`src/rtl/ps2_scan_rx_if.sv`:
```
// ps2_scan_rx_if: PS/2 line inputs and decoded key event outputs (master drives lines, slave decodes).
interface ps2_scan_rx_if;
  logic       ps2_clk;
  logic       ps2_data;
  logic [7:0] key_code;
  logic       key_break;
  logic       key_ext;
  logic       key_valid;
  logic       parity_err;
  logic       frame_err;
  modport master (
    output ps2_clk, ps2_data,
    input  key_code, key_break, key_ext, key_valid, parity_err, frame_err
  );
  modport slave (
    input  ps2_clk, ps2_data,
    output key_code, key_break, key_ext, key_valid, parity_err, frame_err
  );
endinterface

```
`src/rtl/ps2_scan_rx.sv`:
```
// ps2_scan_rx: PS/2 frame receiver and E0/F0 scan code decoder; clk/reset plus bus (ps2 lines in, key event pulses out).
module ps2_scan_rx #(
  parameter int TIMEOUT_CYCLES = 50000
) (
  input logic           clk,
  input logic           reset,
  ps2_scan_rx_if.slave  bus
);
  localparam int TW = $clog2(TIMEOUT_CYCLES);
  localparam logic [1:0] IDLE = 2'd0, DATA = 2'd1, PARITY = 2'd2, STOP = 2'd3;
  logic [1:0] state;
  logic ps2_clk_q;
  logic [2:0] bit_cnt;
  logic [TW-1:0] to_cnt;
  logic [7:0] shift;
  logic par;
  logic ext_pend;
  logic brk_pend;
  logic fall;
  logic timeout;
  assign fall = ps2_clk_q & ~bus.ps2_clk;
  // a falling edge in the expiry cycle restarts the window instead of timing out
  assign timeout = (state != IDLE) && !fall && (to_cnt == TW'(TIMEOUT_CYCLES - 1));
  always_ff @(posedge clk) begin
    if (reset) begin
      state          <= IDLE;
      ps2_clk_q      <= 1'b1;
      bit_cnt        <= '0;
      to_cnt         <= '0;
      shift          <= '0;
      par            <= 1'b0;
      ext_pend       <= 1'b0;
      brk_pend       <= 1'b0;
      bus.key_code   <= '0;
      bus.key_break  <= 1'b0;
      bus.key_ext    <= 1'b0;
      bus.key_valid  <= 1'b0;
      bus.parity_err <= 1'b0;
      bus.frame_err  <= 1'b0;
    end else begin
      ps2_clk_q      <= bus.ps2_clk;
      bus.key_valid  <= 1'b0;
      bus.parity_err <= 1'b0;
      bus.frame_err  <= 1'b0;
      to_cnt         <= (fall || state == IDLE) ? '0 : to_cnt + 1'b1;
      if (timeout) begin
        state         <= IDLE;
        bus.frame_err <= 1'b1;
        ext_pend      <= 1'b0;
        brk_pend      <= 1'b0;
      end else if (fall) begin
        case (state)
          IDLE: begin
            if (!bus.ps2_data) begin
              state   <= DATA;
              bit_cnt <= '0;
            end else begin
              bus.frame_err <= 1'b1;
              ext_pend      <= 1'b0;
              brk_pend      <= 1'b0;
            end
          end
          DATA: begin
            shift[bit_cnt] <= bus.ps2_data;
            bit_cnt        <= bit_cnt + 1'b1;
            state          <= (bit_cnt == 3'd7) ? PARITY : DATA;
          end
          PARITY: begin
            par   <= bus.ps2_data;
            state <= STOP;
          end
          default: begin
            state <= IDLE;
            if (!bus.ps2_data) begin
              bus.frame_err <= 1'b1;
              ext_pend      <= 1'b0;
              brk_pend      <= 1'b0;
            end else if (!(^{shift, par})) begin
              bus.parity_err <= 1'b1;
              ext_pend       <= 1'b0;
              brk_pend       <= 1'b0;
            end else if (shift == 8'hE0) begin
              ext_pend <= 1'b1;
            end else if (shift == 8'hF0) begin
              brk_pend <= 1'b1;
            end else begin
              bus.key_code  <= shift;
              bus.key_break <= brk_pend;
              bus.key_ext   <= ext_pend;
              bus.key_valid <= 1'b1;
              ext_pend      <= 1'b0;
              brk_pend      <= 1'b0;
            end
          end
        endcase
      end
    end
  end
endmodule

```
`src/flat_wrapper.sv`:
```
// flat-port wrapper written by rule: the top's interface ports become plain ports
module ps2_scan_rx_flat 
#(
  parameter int TIMEOUT_CYCLES = 50000
)
  (clk, reset, bus_ps2_clk, bus_ps2_data, bus_key_code, bus_key_break, bus_key_ext, bus_key_valid, bus_parity_err, bus_frame_err);
  ps2_scan_rx_if bus_i ();
  input logic clk;
  input logic reset;
  input wire logic [$bits(bus_i.ps2_clk)-1:0] bus_ps2_clk;
  input wire logic [$bits(bus_i.ps2_data)-1:0] bus_ps2_data;
  output wire logic [$bits(bus_i.key_code)-1:0] bus_key_code;
  output wire logic [$bits(bus_i.key_break)-1:0] bus_key_break;
  output wire logic [$bits(bus_i.key_ext)-1:0] bus_key_ext;
  output wire logic [$bits(bus_i.key_valid)-1:0] bus_key_valid;
  output wire logic [$bits(bus_i.parity_err)-1:0] bus_parity_err;
  output wire logic [$bits(bus_i.frame_err)-1:0] bus_frame_err;
  assign bus_i.ps2_clk = bus_ps2_clk;
  assign bus_i.ps2_data = bus_ps2_data;
  assign bus_key_code = bus_i.key_code;
  assign bus_key_break = bus_i.key_break;
  assign bus_key_ext = bus_i.key_ext;
  assign bus_key_valid = bus_i.key_valid;
  assign bus_parity_err = bus_i.parity_err;
  assign bus_frame_err = bus_i.frame_err;
  ps2_scan_rx #(.TIMEOUT_CYCLES(TIMEOUT_CYCLES)) u_core (.clk(clk), .reset(reset), .bus(bus_i));
endmodule
```
`config.mk`:
```
export PLATFORM = sky130hd
export DESIGN_NAME = ps2_scan_rx_flat
export DESIGN_NICKNAME = d
export VERILOG_FILES = /design/src/rtl/ps2_scan_rx_if.sv /design/src/rtl/ps2_scan_rx.sv /design/src/flat_wrapper.sv
export SDC_FILE = /design/constraint.sdc
export NUM_CORES = 1
export LEC_CHECK = 0
export CORE_ASPECT_RATIO = 1.25
export CORE_MARGIN = 1
export CORE_UTILIZATION = 45
export CTS_CLUSTER_SIZE = 40
export DETAILED_ROUTE_END_ITERATION = 6
export SYNTH_ARGS = -nofsm -noshare
export SYNTH_HDL_FRONTEND = slang
export SYNTH_SLANG_ARGS = --single-unit
```
`constraint.sdc`:
```
create_clock -name clk -period 2.3 [get_ports clk]
set_clock_uncertainty 0.15 [all_clocks]
set_input_delay 0.23 -clock clk [delete_from_list [all_inputs] [get_ports clk]]
set_output_delay 0.23 -clock clk [all_outputs]
set_load 0.03 [all_outputs]
```
==> flow_summary.yaml, run 1 <==
outcome:
  status: "complete, no violations"
layout:
  drive_gt1_frac: 0.0906
  area_delta_synth_final_pct: 15.2
  finalInstanceArea_um2: 2660
  nNetsFinal: 286
  final_cells: 336
  n_antenna_cell: 0
yosys:
  synthXorXnorAreaFrac: 0.0980
  ys_seq_area_frac: 0.398
  yosys_warnings: 0
  synth.area.top_cells: "dfxtp_1 40%, mux2i_1 6.9%, nor2_1 5.4%, nand2b_1 4.9%, ha_1 3.8%"
  synth_flop_cell: "dfxtp_1"
  syn_area_per_cell_um2: 8.99
  syn_inst: 257
  yosysTopAreaCellShare: 0.398
  synth_top_family_by_area: "simple AND/OR/NAND/NOR gates"
  ys_types: 45
  synthSimpleGateAreaFrac: 0.266
  yosysTopAreaCell: "dfxtp_1"
  synth_top_cells_by_count: "46 x dfxtp_1, 33 x nor2_1, 18 x nand2b_1"
  synth_mux_area_frac: 0.0790
  synth.most_common_cell: "dfxtp_1"
  netlist_area_um2: 2310
  synth-edff-count: 0
  ys_seq_elements: 46
  synth_compound_area_frac: 0.0828
  synthAdderAreaFrac: 0.0379
  synthArstFlopShare: 0
  synth_nets: 268
timing:
  fin_setup_tns_ns: 0
  finalCritPeriodShare: 0.901
  maxSlewViolCount: 0
  worstMarginPinSlew_ns: 0.534
  fin_crit_ns: 2.07
  setup_viol: 0
  rsz0062_at_grt: "no"
  max_freq_mhz: 483
  slew_headroom: 0.639
  hold_violations: 0
global_route:
  grt_pass1_wl_um: 7630
  antenna_found_initial: 0
  grt_max_degree: 27
  track_usage: 0.187
  overflow: 0
  grt_pass1_vias: 1677
clock_tree:
  insertion_delay_ns: 0.29
  numCtsBuffers: 5
  cts_root_buf: "clkbuf_8"
  cts_sinks: 46
  ctsHtreeMaxLevel: 2
  post_cts_resized: 0
  cts_max_path_buffers: 2
  clkSlewWorstSetupHoldPaths_ns: 0.08
  cts_tree: "done"
  ctsHoldBuffers: 0
  post-cts-setup-buffers: 0
pwr:
  power_leakage_nw: 0.953
  ir_worst_vdd_mv: 0.359
  p_per_area_nw_per_um2: 556
die:
  io_pins: 17
  dieArea_um2: 5430
  floorplan.initialDensity: 0.478
  core-area_um2: 4830
  die_w_um: 66.1
  die_y_um: 82.1
  row_count: 28
worst_setup_path:
  path_cells: "xor3_1 -> xnor3_2 -> mux2i_4 -> nor2_8 -> mux2i_1"
  critPathMaxFanout: 7
  cp-start-kind: "register"
  path_class: "reg2reg"
  critPathSlowestCell: "dfxtp_1"
  crit_path_end_kind: "register"
  cp_slowest_stage_delay_ns: 0.49
  crit_family: "XOR/XNOR gates"
  crit_arrival_ns: 2.10
  path_buf_inv: 0
  required_ns: 2.33
placement:
  portBuffers: 16
  gp_congestion: 0.755
  postPlaceCellArea_um2: 2550
  place_inst: 328
  hpwl_um: 3320
worst_hold_path:
  worstHoldPathType: "reg2reg"
detailed_routing:
  ant_nets: 0
  viasPerCell: 5.25
  drc_errors: 0
  wire_per_inst_um: 13.2
  drt-total-wl_um: 4450
  num_vias: 1765
  drt_pass1_iterations: 4
  drt-initial-drc-count: 96
job:
  maxCapViolCount: 0
==> power breakdown <==
part | internal, W | total (W) | switching, W
Sequential | 0.000802 | 0.000807 | 0.00000540
Clock | 0.000320 | 0.000587 | 0.000267
Combinational | 0.0000366 | 0.0000854 | 0.0000488
==> stage by stage <==
step	hold WS (ns)	worst slack [ns]	total power [W]	util
floorplan	0.187	0.417	0.000883	-
global placement	0.297	0.239	0.000912	0.528
detailed placement	0.312	0.205	0.000912	0.528
CTS	0.332	0.198	0.00150	0.551
global route	0.348	0.116	0.00154	0.551
finish	0.319	0.228	0.00148	0.551
==> registers in the layout (all words and copies together), names as in the netlist, 2 cells and up <==
signal / count
u_core.bit_cnt: 3
u_core.bus.key_code: 8
u_core.state: 2
u_core.shift: 8
u_core.to_cnt: 16
==> worst paths after layout <==
path	start	to	slack [ns]	cells after the start
setup / recovery	u_core.shift[5]	u_core.bus.key_code[2]	0.23	5
hold / removal	u_core.to_cnt[0]	u_core.to_cnt[0]	0.32	1
setup reg to reg	u_core.shift[5]	u_core.bus.key_code[2]	0.23	5
hold reg to reg	u_core.to_cnt[0]	u_core.to_cnt[0]	0.32	1
==> area by class of cell <==
cell class                 instances  area (um2)
inverter                           5        18.8
clock buffer                       5        68.8
timing repair buffer              26         235
clock inverter                     3        40.0
fill                             475        2170
multi-input combinational        191        1300
tap                               60        75.1
sequential                        46         921
==> layer usage <==
layer,GRT usage,wire length [um],vias up
li1,-,-,917
met1,0.217,2050,823
met2,0.331,2210,19
met3,0.0495,127,6
met4,0.0660,56,0
met5,0,0,-
==> cells in the final DEF (no fill, tap or decap), types with 2 or more instances in the layout <==
| cell type | synthesis | layout |
|---|---|---|
| clkdlybuf4s50_1 | 0 | 16 |
| nor2_1 | 33 | 33 |
| nor3b_1 | 4 | 4 |
| clkbuf_8 | 0 | 5 |
| inv_1 | 5 | 5 |
| or2_2 | 2 | 2 |
| nor4_1 | 4 | 4 |
| xnor2_1 | 7 | 7 |
| mux2i_1 | 16 | 16 |
| nand2_1 | 17 | 17 |
| xor2_1 | 9 | 9 |
| nand4_1 | 2 | 2 |
| or3_1 | 2 | 2 |
| buf_4 | 0 | 10 |
| a32oi_1 | 2 | 2 |
| nand3b_1 | 2 | 2 |
| ha_1 | 7 | 7 |
| nand3_1 | 13 | 13 |
| o31ai_1 | 2 | 2 |
| a21oi_1 | 12 | 12 |
| clkinv_2 | 0 | 2 |
| nand2b_1 | 18 | 18 |
| dfxtp_1 | 46 | 46 |
| nor2b_1 | 3 | 3 |
| a31oi_1 | 4 | 4 |
| o21ai_0 | 5 | 5 |
| nor3_1 | 8 | 8 |
==> kinds of logic after synthesis <==
kind of cell | count (synthesis)
and+or+nand+nor | 116
AOI/OAI and AO/OA | 31
buffers and inverters | 20
xor gates and xnor gates | 20
adders and majority gates | 7
muxes | 17
DFF | 46
No activity file was read; power rests on OpenSTA's default activity.
==> inputs of run 2 (changes only) <==
--- a/config.mk
+++ b/config.mk
@@ -7,5 +7,4 @@
 export LEC_CHECK = 0
 export CORE_ASPECT_RATIO = 1.25
-export CORE_MARGIN = 1
 export CORE_UTILIZATION = 45
 export CTS_CLUSTER_SIZE = 40
==> constraint.sdc (replaced) <==
create_clock -name clk -period 2.3 [get_ports clk]
set_clock_uncertainty 0.15 [all_clocks]
set_input_delay 0.345 -clock clk [delete_from_list [all_inputs] [get_ports clk]]
set_output_delay 0.345 -clock clk [all_outputs]
set_load 0.03 [all_outputs]
==> run 2 against run 1 <==
  * Via count decreased by 1.1%
  * Clock power decreased by 20%
  * First-iteration DRC count decreased by 18%
  * Cell count decreased by 0.30%
  * Hold slack got worse by 0.0031 ns
  * Maximum frequency increased by 1.9%
  * Die area unchanged
  * Register-to-register slack improved by 0.04 ns
  * Wire length increased by 0.25%
  * Highest routed layer unchanged
==> flow_summary.yaml, run 2 (synthesis gave the netlist of run 1 again) <==
layout:
  area_delta_synth_final_pct: 13.8
  top_register: "u_core.to_cnt"
  final_cell_mix: "46 x dfxtp_1, 33 x nor2_1, 18 x nand2b_1"
  drive_gt1_frac: 0.0800
  final_common_cell: "dfxtp_1"
  nNetsFinal: 286
  n_antenna_cell: 0
  largest_reg_flops: 16
  top_regs: "u_core.to_cnt (16), u_core.bus.key_code (8), u_core.shift (8)"
  final_cells: 335
clock_tree:
  post-cts-setup-buffers: 0
  ctsHoldBuffers: 0
  numCtsBuffers: 5
  clkSlewWorstSetupHoldPaths_ns: 0.08
  ctsHtreeMaxLevel: 2
  post_cts_resized: 0
  cts_root_buf: "clkbuf_8"
  cts_tree: "done"
  cts_sinks: 46
  insertion_delay_ns: 0.30
  cts_max_path_buffers: 2
die:
  io_pins: 17
  dieArea_um2: 5430
  die_y_um: 82.1
  core-area_um2: 4830
  floorplan.initialDensity: 0.478
  row_count: 28
  die_w_um: 66.1
detailed_routing:
  ant_nets: 0
  drt-initial-drc-count: 79
  drt-total-wl_um: 4460
  drt_pass1_iterations: 4
  viasPerCell: 5.21
  wire_per_inst_um: 13.3
  num_vias: 1746
  drc_errors: 0
worst_setup_path:
  crit_family: "XOR/XNOR gates"
  cp-start-kind: "register"
  path_class: "reg2reg"
  crit_path_end_kind: "register"
  required_ns: 2.34
  critPathMaxFanout: 7
  path_cells: "xor3_1 -> xnor3_2 -> mux2i_4 -> nor2_8 -> mux2i_1"
  crit_arrival_ns: 2.07
  path_buf_inv: 0
  cp_slowest_stage_delay_ns: 0.43
  critPathSlowestCell: "xor3_1"
global_route:
  grt_pass1_vias: 1642
  antenna_found_initial: 0
  grt_max_degree: 31
  overflow: 0
  grt_pass1_wl_um: 7700
  track_usage: 0.189
timing:
  maxSlewViolCount: 0
  worstMarginPinSlew_ns: 0.523
  fin_setup_tns_ns: 0
  rsz0062_at_grt: "no"
  max_freq_mhz: 492
  setup_viol: 0
  fin_crit_ns: 2.03
  finalCritPeriodShare: 0.884
  hold_violations: 0
  slew_headroom: 0.652
placement:
  place_inst: 328
  hpwl_um: 3220
  portBuffers: 16
  gp_congestion: 0.770
job:
  maxCapViolCount: 0
worst_hold_path:
  worstHoldPathType: "reg2reg"
pwr:
  ir_worst_vdd_mv: 0.209
  p_per_area_nw_per_um2: 517
  power_leakage_nw: 0.934
outcome:
  status: "complete, no violations"
run 2: worst reg2reg max path, stage by stage (launching register included):
cell and delay (ns):
dfxtp_1 0.39, xor3_1 0.43, xnor3_2 0.34, mux2i_4 0.39, nor2_8 0.09, mux2i_1 0.13
run 2: cell type report:
type | instances | area, um2
fillers | 454 | 2200
flip-flops and latches | 46 | 921
inverters | 5 | 18.8
repair buffers | 26 | 235
clock buffers | 7 | 76.3
multi-input cells | 191 | 1300
well taps | 60 | 75.1
run 2: worst paths after layout:
check                                 startpoint                 end  slack, ns  cells past startpoint
worst min register to register  u_core.to_cnt[0]    u_core.to_cnt[0]       0.32                      1
worst max register to register   u_core.shift[2]  u_core.bus.key_ext       0.27                      5
worst min-delay path            u_core.to_cnt[0]    u_core.to_cnt[0]       0.32                      1
worst max-delay path             u_core.shift[2]  u_core.bus.key_ext       0.27                      5
run 2: power by group:
part | internal (W) | switching [W] | total, W
Sequential | 0.000802 | 0.00000538 | 0.000807
Combinational | 0.0000355 | 0.0000484 | 0.0000839
Clock | 0.000210 | 0.000258 | 0.000468
Total | 0.00105 | 0.000312 | 0.00136
run 2: metrics by stage:
stage	hold slack (ns)	total power, W	worst slack [ns]	util	area [um2]
finish	0.316	0.00136	0.266	0.544	2630
global route	0.346	0.00142	0.123	0.544	2630
CTS	0.322	0.00138	0.240	0.544	2630
detailed placement	0.302	0.000911	0.135	0.528	2550
global placement	0.295	0.000911	0.190	0.528	2550
floorplan	0.280	0.000883	0.417	-	2310
run 2: per-layer routing:
layer | vias to the layer above | GRT usage | wire length [um]
met3 | 6 | 0.0577 | 154
li1 | 920 | - | -
met2 | 20 | 0.320 | 2180
met4 | 0 | 0.0638 | 61
met1 | 800 | 0.226 | 2070
met5 | - | 0 | 0
==> inputs of run 3 (changes only) <==
CORE_MARGIN = 2   (was not set)
PLACE_DENSITY = 0.66   (was not set)
TNS_END_PERCENT = 5   (was not set)
clock period = 1.86 ns   (was 2.3 ns; I/O delays follow)
==> run 3 against run 2 <==
  * The run now ends with negative setup slack left
  * Clock-buffer cell count unchanged
  * Core utilization increased by 3.3 points
  * Design area rose by 9.9%
  * Critical path type unchanged
  * Largest cell class unchanged
  * Largest power group unchanged
==> flow_summary.yaml, run 3 (synthesis gave the netlist of run 1 again) <==
worst_setup_path:
  crit_path_end_kind: "register"
  required_ns: 1.93
  cp-start-kind: "register"
  path_class: "reg2reg"
  crit_arrival_ns: 2.01
  r2r_slack_ns: -0.07
  critPathMaxFanout: 7
die:
  dieArea_um2: 5730
  floorplan.initialDensity: 0.462
  core-area_um2: 5010
  row_count: 29
  die_w_um: 68.1
  io_pins: 17
  die_y_um: 84.1
detailed_routing:
  drt-initial-drc-count: 80
  drc_errors: 0
  drt_pass1_iterations: 6
  ant_nets: 0
  num_vias: 1908
  viasPerCell: 5.24
  wire_per_inst_um: 13.2
  drt-total-wl_um: 4820
clock_tree:
  insertion_delay_ns: 0.30
  post-cts-setup-buffers: 0
  cts_root_buf: "clkbuf_8"
  numCtsBuffers: 5
  cts_sinks: 46
  ctsHtreeMaxLevel: 2
  clkSlewWorstSetupHoldPaths_ns: 0.09
  cts_max_path_buffers: 2
  cts_tree: "done"
global_route:
  antenna_found_initial: 0
  grt_pass1_wl_um: 8400
  grt_max_degree: 22
  overflow: 0
  track_usage: 0.192
  grt_pass1_vias: 1944
timing:
  setup_viol: 11
  finalWorstSetupSlack_ns: -0.0737
  rsz0062_at_grt: "yes"
  slew_headroom: 0.713
  hold_violations: 0
  finalCritPeriodShare: 1.04
  maxSlewViolCount: 0
  max_freq_mhz: 517
  worstMarginPinSlew_ns: 0.428
  fin_crit_ns: 1.93
placement:
  dpl_worst_slack_ns: -0.277
  gp_congestion: 0.754
  postPlaceCellArea_um2: 2750
  portBuffers: 16
  hpwl_um: 3640
worst_hold_path:
  worstHoldPathType: "reg2reg"
layout:
  area_delta_synth_final_pct: 25.1
  nNetsFinal: 312
  top_register: "u_core.to_cnt"
  top_regs: "u_core.to_cnt (16), u_core.bus.key_code (8), u_core.shift (8)"
  n_antenna_cell: 0
  num-fill-cells: 454
  drive_gt1_frac: 0.192
  final_common_cell: "dfxtp_1"
  final_cell_mix: "45 x dfxtp_1, 36 x buf_4, 33 x nor2_1"
  finalInstanceArea_um2: 2890
  largest_reg_flops: 16
pwr:
  power_leakage_nw: 1.10
  ir_worst_vdd_mv: 0.469
  p_per_area_nw_per_um2: 609
outcome:
  status: "finished with violations"
  violations: "negative setup slack"
job:
  maxCapViolCount: 0
[run 3: cell types whose count changed in the layout (fill, tap and decap cells not counted), sizes merged]
cell / before / now
buf: 10 / 36
clkdlybuf4s50: 16 / 15
clkinv: 0 / 1
dlymetal6s2s: 0 / 1
[run 3: what timing repair did]
item	in CTS	in global routing
hold endpoints to repair	0	0
hold buffers	0	0
gates cloned	0	0
gates resized for setup	3	8
endpoints found under the setup margin	12	18
[run 3: stage by stage]
step	setup TNS [ns]	total power [W]	cells	hold WS [ns]	utilization
floorplan	-0.162	0.00109	257	0.236	-
global route	-1.61	0.00183	364	0.350	0.577
finish	-0.409	0.00176	364	0.326	0.577
global placement	-2.03	0.00115	356	0.307	0.549
detailed placement	-2.81	0.00115	356	0.316	0.549
CTS	-0.649	0.00177	364	0.330	0.570
[run 3: power by group]
part	switching, W	internal [W]
Sequential	0.00000605	0.000991
Clock	0.000333	0.000300
Combinational	0.0000661	0.0000629
Total	0.000405	0.00135
[run 3: final cells by class]
type / instances / area, um2 / area share
Clock buffer: 7 / 86.3 / 0.0299
Clock inverter: 1 / 5.00 / 0.00173
Sequential cell: 46 / 922 / 0.319
Inverter: 5 / 18.8 / 0.00649
Tap cell: 62 / 77.6 / 0.0268
Timing Repair Buffer: 52 / 433 / 0.150
Multi-Input combinational cell: 191 / 1350 / 0.466
[run 3: worst max-delay path: stages (launching register included)]
cell and delay (ns):
dfxtp_2 0.34, xor3_1 0.40, xnor3_2 0.30, mux2i_4 0.25, nor2_8 0.19, mux2i_1 0.22
[run 3: routing by layer]
layer	global-route usage	vias up	part of all wire
met4	0.0800	0	0.013
met1	0.216	906	0.42
met3	0.0472	6	0.023
li1	-	977	-
met5	0	-	0
met2	0.333	19	0.54
[run 3: worst paths after layout]
path | start | cells after the start | to
max reg2reg | u_core.shift[2] | 5 | u_core.bus.key_ext
min reg2reg | u_core.bus.key_code[3] | 2 | u_core.bus.key_code[3]
min | u_core.bus.key_code[3] | 2 | u_core.bus.key_code[3]
max | u_core.shift[2] | 5 | u_core.bus.key_ext
